$ cat config.mk
export PLATFORM = sky130hd
export DESIGN_NAME = spi_master_mcs_flat
export DESIGN_NICKNAME = d
export VERILOG_FILES = /design/src/rtl/spi_master_pkg.sv /design/src/rtl/spi_master_mcs_if.sv /design/src/rtl/spi_clk_gen.sv /design/src/rtl/spi_master_mcs.sv /design/src/flat_wrapper.sv
export SDC_FILE = /design/constraint.sdc
export NUM_CORES = 1
export LEC_CHECK = 0
export ABC_CLOCK_PERIOD_IN_PS = 3600
export CORE_MARGIN = 3
export CORE_UTILIZATION = 30
export DETAILED_ROUTE_END_ITERATION = 16
export PLACE_DENSITY = 0.52
export SYNTH_ARGS = -nofsm -noshare
export SYNTH_HDL_FRONTEND = slang
export SYNTH_SLANG_ARGS = --single-unit
$ cat constraint.sdc
create_clock -name clk_i -period 3.6 [get_ports clk_i]
set_input_delay 0.72 -clock clk_i [delete_from_list [all_inputs] [get_ports clk_i]]
set_output_delay 0.72 -clock clk_i [all_outputs]
set_load 0.03 [all_outputs]
$ cat src/rtl/spi_master_pkg.sv
// Shared types and defaults for the multi-chip-select SPI master.
package spi_master_pkg;

    typedef enum logic [1:0] {
        ST_IDLE,
        ST_SETUP,
        ST_SHIFT,
        ST_HOLD
    } state_t;

    localparam int DEF_N_CS     = 3;
    localparam int DEF_MAX_BITS = 16;
    localparam int DEF_DIV_W    = 8;

    // A zero or oversize length means "full width".
    function automatic int clamp_len(input int len, input int max_bits);
        return ((len == 0) || (len > max_bits)) ? max_bits : len;
    endfunction

endpackage

$ cat src/rtl/spi_master_mcs_if.sv
// Request/response bus between the board controller and the SPI master.
interface spi_master_mcs_if
    import spi_master_pkg::*;
#(
    parameter int N_CS     = DEF_N_CS,
    parameter int MAX_BITS = DEF_MAX_BITS,
    parameter int DIV_W    = DEF_DIV_W
) ();

    localparam int SEL_W = (N_CS > 1) ? $clog2(N_CS) : 1;
    localparam int LEN_W = $clog2(MAX_BITS + 1);

    // Handshake: start_i is a request that is taken only while busy_o=0; the
    // accept edge raises busy_o, and the transaction ends with a single-cycle
    // done_o (busy_o already low) carrying rx_data_o. A bad cs_sel_i is
    // answered with a single-cycle err_o instead. There is no queueing.
    logic                start_i;
    logic [SEL_W-1:0]    cs_sel_i;
    logic [LEN_W-1:0]    len_i;
    logic                cpol_i;
    logic                cpha_i;
    logic [DIV_W-1:0]    div_i;
    logic [MAX_BITS-1:0] tx_data_i;
    logic                busy_o;
    logic                done_o;
    logic                err_o;
    logic [MAX_BITS-1:0] rx_data_o;
    state_t              state_o;

    modport master (
        output start_i, cs_sel_i, len_i, cpol_i, cpha_i, div_i, tx_data_i,
        input  busy_o, done_o, err_o, rx_data_o, state_o
    );

    modport slave (
        input  start_i, cs_sel_i, len_i, cpol_i, cpha_i, div_i, tx_data_i,
        output busy_o, done_o, err_o, rx_data_o, state_o
    );

endinterface

$ cat src/rtl/spi_clk_gen.sv
// Half-period timer: strobes every div+1 cycles and numbers SCLK edges from 1.
module spi_clk_gen #(
    parameter int DIV_W  = 8,
    parameter int EDGE_W = 6
) (
    input  logic              clk_i,
    input  logic              rst_i,
    input  logic              en_i,
    input  logic              edge_en_i,
    input  logic [DIV_W-1:0]  div_i,
    output logic              tick_o,
    output logic              edge_o,
    output logic [EDGE_W-1:0] edge_idx_o
);

    logic [DIV_W-1:0]  cnt_q, cnt_d;
    logic [EDGE_W-1:0] edge_cnt_q, edge_cnt_d;

    always_comb begin
        tick_o     = en_i && (cnt_q == div_i);
        edge_o     = tick_o && edge_en_i;
        edge_idx_o = edge_cnt_q + EDGE_W'(1);
        cnt_d      = '0;
        edge_cnt_d = '0;
        if (en_i) begin
            cnt_d      = tick_o ? '0 : cnt_q + DIV_W'(1);
            edge_cnt_d = edge_o ? edge_idx_o : edge_cnt_q;
        end
    end

    always_ff @(posedge clk_i) begin
        if (rst_i) begin
            cnt_q      <= '0;
            edge_cnt_q <= '0;
        end else begin
            cnt_q      <= cnt_d;
            edge_cnt_q <= edge_cnt_d;
        end
    end

endmodule

$ cat src/rtl/spi_master_mcs.sv
// SPI master: N chip selects, 1..MAX_BITS word length, all CPOL/CPHA modes,
// programmable SCLK half-period of div+1 clocks.
module spi_master_mcs
    import spi_master_pkg::*;
#(
    parameter int N_CS     = DEF_N_CS,
    parameter int MAX_BITS = DEF_MAX_BITS,
    parameter int DIV_W    = DEF_DIV_W
) (
    input  logic            clk_i,
    input  logic            rst_i,
    spi_master_mcs_if.slave ctrl,
    output logic            sclk_o,
    output logic            mosi_o,
    input  logic            miso_i,
    output logic [N_CS-1:0] cs_n_o
);

    localparam int SEL_W  = (N_CS > 1) ? $clog2(N_CS) : 1;
    localparam int LEN_W  = $clog2(MAX_BITS + 1);
    localparam int EDGE_W = LEN_W + 1;
    localparam logic [SEL_W:0] N_CS_LIM = (SEL_W + 1)'(N_CS);

    state_t              state_q, state_d;
    logic                busy_q, busy_d;
    logic                done_q, done_d;
    logic                err_q, err_d;
    logic [N_CS-1:0]     cs_n_q, cs_n_d;
    logic                sclk_q, sclk_d;
    logic                mosi_q, mosi_d;
    logic                cpol_q, cpol_d;
    logic                cpha_q, cpha_d;
    logic [LEN_W-1:0]    len_q, len_d;
    logic [DIV_W-1:0]    div_q, div_d;
    logic [MAX_BITS-1:0] tx_q, tx_d;
    logic [MAX_BITS-1:0] rx_sh_q, rx_sh_d;
    logic [MAX_BITS-1:0] rx_data_q, rx_data_d;

    logic                tick;
    logic                edge_stb;
    logic [EDGE_W-1:0]   edge_idx;
    logic                sel_ok;
    logic                sample;
    logic                last_edge;
    logic [LEN_W-1:0]    len_c;
    logic [MAX_BITS-1:0] tx_aligned;

    spi_clk_gen #(
        .DIV_W  (DIV_W),
        .EDGE_W (EDGE_W)
    ) u_clk_gen (
        .clk_i      (clk_i),
        .rst_i      (rst_i),
        .en_i       (state_q != ST_IDLE),
        .edge_en_i  (state_q == ST_SHIFT),
        .div_i      (div_q),
        .tick_o     (tick),
        .edge_o     (edge_stb),
        .edge_idx_o (edge_idx)
    );

    always_comb begin
        state_d   = state_q;
        busy_d    = busy_q;
        done_d    = 1'b0;
        err_d     = 1'b0;
        cs_n_d    = cs_n_q;
        sclk_d    = sclk_q;
        mosi_d    = mosi_q;
        cpol_d    = cpol_q;
        cpha_d    = cpha_q;
        len_d     = len_q;
        div_d     = div_q;
        tx_d      = tx_q;
        rx_sh_d   = rx_sh_q;
        rx_data_d = rx_data_q;
        sel_ok    = ({1'b0, ctrl.cs_sel_i} < N_CS_LIM);
        len_c     = LEN_W'(clamp_len(int'(ctrl.len_i), MAX_BITS));
        // Left-align so the first bit to send is always the register MSB.
        tx_aligned = ctrl.tx_data_i << (MAX_BITS - int'(len_c));
        // Odd edges are leading; CPHA=0 samples on leading, CPHA=1 on trailing.
        sample    = edge_idx[0] ^ cpha_q;
        last_edge = (edge_idx == {len_q, 1'b0});

        unique case (state_q)
            ST_IDLE: begin
                if (ctrl.start_i) begin
                    if (sel_ok) begin
                        state_d = ST_SETUP;
                        busy_d  = 1'b1;
                        cpol_d  = ctrl.cpol_i;
                        cpha_d  = ctrl.cpha_i;
                        len_d   = len_c;
                        div_d   = ctrl.div_i;
                        sclk_d  = ctrl.cpol_i;
                        rx_sh_d = '0;
                        for (int i = 0; i < N_CS; i++) begin
                            cs_n_d[i] = (i != int'(ctrl.cs_sel_i));
                        end
                        if (!ctrl.cpha_i) begin
                            mosi_d = tx_aligned[MAX_BITS-1];
                            tx_d   = tx_aligned << 1;
                        end else begin
                            mosi_d = 1'b0;
                            tx_d   = tx_aligned;
                        end
                    end else begin
                        err_d = 1'b1;
                    end
                end
            end
            ST_SETUP: begin
                if (tick) state_d = ST_SHIFT;
            end
            ST_SHIFT: begin
                if (edge_stb) begin
                    sclk_d = ~sclk_q;
                    if (sample) begin
                        rx_sh_d = {rx_sh_q[MAX_BITS-2:0], miso_i};
                    end else if (!last_edge) begin
                        mosi_d = tx_q[MAX_BITS-1];
                        tx_d   = tx_q << 1;
                    end
                    if (last_edge) state_d = ST_HOLD;
                end
            end
            ST_HOLD: begin
                if (tick) begin
                    state_d   = ST_IDLE;
                    busy_d    = 1'b0;
                    done_d    = 1'b1;
                    cs_n_d    = '1;
                    mosi_d    = 1'b0;
                    rx_data_d = rx_sh_q;
                end
            end
            default: state_d = ST_IDLE;
        endcase
    end

    always_ff @(posedge clk_i) begin
        if (rst_i) begin
            state_q   <= ST_IDLE;
            busy_q    <= 1'b0;
            done_q    <= 1'b0;
            err_q     <= 1'b0;
            cs_n_q    <= '1;
            sclk_q    <= 1'b0;
            mosi_q    <= 1'b0;
            cpol_q    <= 1'b0;
            cpha_q    <= 1'b0;
            len_q     <= '0;
            div_q     <= '0;
            tx_q      <= '0;
            rx_sh_q   <= '0;
            rx_data_q <= '0;
        end else begin
            state_q   <= state_d;
            busy_q    <= busy_d;
            done_q    <= done_d;
            err_q     <= err_d;
            cs_n_q    <= cs_n_d;
            sclk_q    <= sclk_d;
            mosi_q    <= mosi_d;
            cpol_q    <= cpol_d;
            cpha_q    <= cpha_d;
            len_q     <= len_d;
            div_q     <= div_d;
            tx_q      <= tx_d;
            rx_sh_q   <= rx_sh_d;
            rx_data_q <= rx_data_d;
        end
    end

    assign ctrl.busy_o    = busy_q;
    assign ctrl.done_o    = done_q;
    assign ctrl.err_o     = err_q;
    assign ctrl.rx_data_o = rx_data_q;
    assign ctrl.state_o   = state_q;
    assign sclk_o         = sclk_q;
    assign mosi_o         = mosi_q;
    assign cs_n_o         = cs_n_q;

endmodule

$ cat src/flat_wrapper.sv
// flat-port wrapper written by rule: the top's interface ports become plain ports
module spi_master_mcs_flat import spi_master_pkg::*;
#(
    parameter int N_CS     = DEF_N_CS,
    parameter int MAX_BITS = DEF_MAX_BITS,
    parameter int DIV_W    = DEF_DIV_W
)
  (clk_i, rst_i, sclk_o, mosi_o, miso_i, cs_n_o, ctrl_start_i, ctrl_cs_sel_i, ctrl_len_i, ctrl_cpol_i, ctrl_cpha_i, ctrl_div_i, ctrl_tx_data_i, ctrl_busy_o, ctrl_done_o, ctrl_err_o, ctrl_rx_data_o, ctrl_state_o);
  spi_master_mcs_if #(.N_CS(N_CS), .MAX_BITS(MAX_BITS), .DIV_W(DIV_W)) ctrl_i ();
  input  logic clk_i;
  input  logic rst_i;
  output logic sclk_o;
  output logic mosi_o;
  input  logic miso_i;
  output logic [N_CS-1:0] cs_n_o;
  input wire logic [$bits(ctrl_i.start_i)-1:0] ctrl_start_i;
  input wire logic [$bits(ctrl_i.cs_sel_i)-1:0] ctrl_cs_sel_i;
  input wire logic [$bits(ctrl_i.len_i)-1:0] ctrl_len_i;
  input wire logic [$bits(ctrl_i.cpol_i)-1:0] ctrl_cpol_i;
  input wire logic [$bits(ctrl_i.cpha_i)-1:0] ctrl_cpha_i;
  input wire logic [$bits(ctrl_i.div_i)-1:0] ctrl_div_i;
  input wire logic [$bits(ctrl_i.tx_data_i)-1:0] ctrl_tx_data_i;
  output wire logic [$bits(ctrl_i.busy_o)-1:0] ctrl_busy_o;
  output wire logic [$bits(ctrl_i.done_o)-1:0] ctrl_done_o;
  output wire logic [$bits(ctrl_i.err_o)-1:0] ctrl_err_o;
  output wire logic [$bits(ctrl_i.rx_data_o)-1:0] ctrl_rx_data_o;
  output wire logic [$bits(ctrl_i.state_o)-1:0] ctrl_state_o;
  assign ctrl_i.start_i = ctrl_start_i;
  assign ctrl_i.cs_sel_i = ctrl_cs_sel_i;
  assign ctrl_i.len_i = ctrl_len_i;
  assign ctrl_i.cpol_i = ctrl_cpol_i;
  assign ctrl_i.cpha_i = ctrl_cpha_i;
  assign ctrl_i.div_i = ctrl_div_i;
  assign ctrl_i.tx_data_i = ctrl_tx_data_i;
  assign ctrl_busy_o = ctrl_i.busy_o;
  assign ctrl_done_o = ctrl_i.done_o;
  assign ctrl_err_o = ctrl_i.err_o;
  assign ctrl_rx_data_o = ctrl_i.rx_data_o;
  assign ctrl_state_o = ctrl_i.state_o;
  spi_master_mcs #(.N_CS(N_CS), .MAX_BITS(MAX_BITS), .DIV_W(DIV_W)) u_core (.clk_i(clk_i), .rst_i(rst_i), .ctrl(ctrl_i), .sclk_o(sclk_o), .mosi_o(mosi_o), .miso_i(miso_i), .cs_n_o(cs_n_o));
endmodule
==> run summary <==
Status = finished clean
Clk pin slew, worst setup/hold paths = 0.07 ns
Yosys cell types = 60
Largest cells by area after synthesis = dfxtp_1 35%, mux2i_1 6.2%, a21oi_1 5.6%
Critical path's top delay family = simple AND/OR/NAND/NOR gates
Crit. End Element = flip-flop
Async SR Flop Fraction = 0
Largest net degree at the start of global routing = 34
Post-Synth Adder-Cell Area = 0.02262
Critical Path Fanout Max = 5
Pleak = 2.484 nW
Row count = 46
CTS Hold Buffers Added = 0
CP dominant cell by count = ha_4
Grt ovf = 0
Period utilization = 0.9679
GP Congestion = 0.9275
Initial DRC Count = 294
Buffers and inverters on the worst path = 3
Fin. Hold Viols = 0
Drt pass-1 iters = 5
Total wire length = 13,110 um
Synth top area share = 0.3459
Slew Limit Fails = 0
Die height = 134.8 um
Port Buffers = 62
Synth Register Bits = 86
Proportion of synthesized area in mux cells = 0.1347
Die area = 18,170 um2
Global-route wire length before repair = 21,620 um
Final setup viols = 0
CTS H-tree lvls = 3
CP arrival = 3.72 ns
Fin Clk Skew = 0.01043 ns
Area growth from synthesis to layout = 30.12%
Syn Nets = 630
Hold_ws = 0.4669 ns
Pwr dens = 500.5 nW/um2
Crit path kind = in -> reg
Post-synthesis compound-gate area fraction = 0.1699
Worst path cell trace = clkdlybuf4s50_1 -> or4_4 -> ha_4 -> nand2b_4 -> ha_4 -> buf_12 -> buf_4 -> xnor2_4 -> mux4_2 -> and3_1 -> a31oi_2 -> a211oi_1 -> o221a_2
Worst Tran Pin Value = 0.9483 ns
Type of the worst min-delay path = reg -> reg
Peak supply drop = 249.5 uV
Num CTS Buffers = 9
Setup TNS = 0 ns
Wire per inst = 14.81 um
CP max-delay cell = clkdlybuf4s50_1
Post-synth EDFFs = 0
Max Root-Sink Buffers = 2
Max incr delay on CP = 0.44 ns
CORE AREA = 16,060 um2
Seq/Total Area, Yosys = 0.3459
Post-synth top area cell = dfxtp_1
DIE WIDTH = 134.8 um
Main combinational cell family by area after synthesis = simple AND/OR/NAND/NOR gates
Share of layout cells above drive strength 1 = 0.1644
HPWL after detailed placement = 9626 um
Max Cap Viol = 0
Post-route DRC = 0
Tmin final = 3.485 ns
Clock tree root buffer cell = clkbuf_16
Post-Syn Instances = 584
Simple-Gate Fraction of Synth Area = 0.2220
Max-Slew Margin vs Limit = 0.3678
Crit start category = input pin
Synth Flop Type = dfxtp_1
# nets final = 710
Synth top cells by count = 86 x dfxtp_1, 61 x nor2_1, 56 x a21oi_1
Synthesized-area fraction occupied by xor and xnor cells = 0.06109
Syn. warnings = 0
CTS tree = yes
Mapped Area = 4977 um2
Fmax achieved = 0.2870 GHz
Vias in the first global route = 4,457
Clock latency on the worst-skew pair = 0.34 ns
Final antenna-violating net count = 0
Cell with the most instances after synthesis = dfxtp_1
Number of diodes = 0
Syn avg cell area = 8.523 um2
Total number of vias = 4,468
Clock sinks = 86
Ports = 63
Drt via density = 5.049
CP Data Required Time = 3.83 ns
Initial antenna violation count = 0
GRT Resource Usage Total = 0.1458
Final core occ = 0.4033
Initial Util = 0.3100
## per-layer routing
metal	GRT usage	share of wire	wire length (um)
met5	0	0	0
met4	0.04921	0.014	182
met3	0.02608	0.038	492
met2	0.2454	0.48	6249
met1	0.1891	0.47	6180
## where the power goes
group / total, mW / internal, mW / switching, mW
Clock: 0.882 / 0.495 / 0.387
Combinational: 1.23 / 0.528 / 0.701
Sequential: 1.13 / 1.05 / 0.0756
Total: 3.24 / 2.08 / 1.16
## state kept, by name (all words and copies together), names as in the netlist, 2 cells and up
name                         flops
u_core.ctrl.rx_data_o           16
u_core.rx_sh_q                  16
u_core.tx_q                     16
u_core.div_q                     8
u_core.u_clk_gen.cnt_q           8
u_core.u_clk_gen.edge_cnt_q      6
u_core.len_q                     5
u_core.cs_n_o                    3
u_core.ctrl.state_o              2
## repair_timing
item,4_1_cts,5_1_grt
resized for setup,2,15
setup endpoints to repair,4,16
setup buffers,0,1
pin swaps,0,7
cloned,0,2
## path summary, 6_finish.rpt
check | startpoint | end | slack, ns | cells past startpoint
min | u_core.div_q[7]$_SDFFE_PP0P_ | u_core.div_q[7]$_SDFFE_PP0P_ | 0.47 | 2
min reg2reg | u_core.div_q[7]$_SDFFE_PP0P_ | u_core.div_q[7]$_SDFFE_PP0P_ | 0.47 | 2
max reg2reg | u_core.ctrl.state_o[0]$_SDFFE_PP0P_ | u_core.cs_n_o[2]$_SDFFE_PP1P_ | 0.77 | 7
max | ctrl_len_i[3] | u_core.mosi_o$_SDFFE_PP0P_ | 0.12 | 13
## metrics by stage
step                      worst slack (ns)  power (mW)  area (um2)  cells
after floorplan                   0.002089       1.964        5016    584
after global placement             -0.3498       2.329        6045    866
after detailed placement           -0.3793       2.348        6045    866
after CTS                         -0.01791       3.246        6340    882
after global routing              -0.01401       3.450        6476    885
final                               0.1155       3.241        6476    885
## final cells by class
| class | instances | area (um2) |
|---|---|---|
| inverters | 10 | 37.54 |
| repair buffers | 108 | 1016 |
| clock inverters | 5 | 42.54 |
| fillers | 1585 | 9582 |
| flip-flops and latches | 86 | 1722 |
| clock buffers | 11 | 242.7 |
| well taps | 216 | 270.3 |
| multi-input cells | 449 | 3146 |
## worst min-delay path: cells and delay by family (launching register included)
kind	cells	cell delay, ns
flops	1	0.32
simple gates	1	0.05
compound gates	1	0.05
## placed cells by master, fill, tap and decap left out, types with 6 or more instances in the layout
cell type | synthesis | final
a21oi_1 | 56 | 55
a22oi_1 | 8 | 8
a31oi_1 | 9 | 8
a32oi_1 | 6 | 6
and3_1 | 7 | 7
buf_4 | 2 | 43
clkbuf_16 | 0 | 11
clkdlybuf4s50_1 | 0 | 58
dfxtp_1 | 86 | 86
ha_1 | 9 | 7
inv_1 | 10 | 10
mux2_2 | 8 | 8
mux2i_1 | 31 | 29
mux4_2 | 12 | 12
nand2_1 | 55 | 55
nand2b_1 | 22 | 21
nand3_1 | 36 | 36
nor2_1 | 61 | 61
nor2b_1 | 7 | 7
nor3_1 | 7 | 7
o21ai_0 | 18 | 17
or3_1 | 6 | 6
xnor2_1 | 20 | 20
xor2_1 | 11 | 11
## cells by family after synthesis
| family | count (synthesis) |
|---|---|
| AND/OR/NAND/NOR | 224 |
| buffers and inverters | 49 |
| adder cells (fa/ha/maj) | 9 |
| flip-flops | 86 |
| multiplexers | 51 |
| AO/OA/AOI/OAI | 132 |
| XOR/XNOR | 33 |
(Power assumes the default switching activity.)
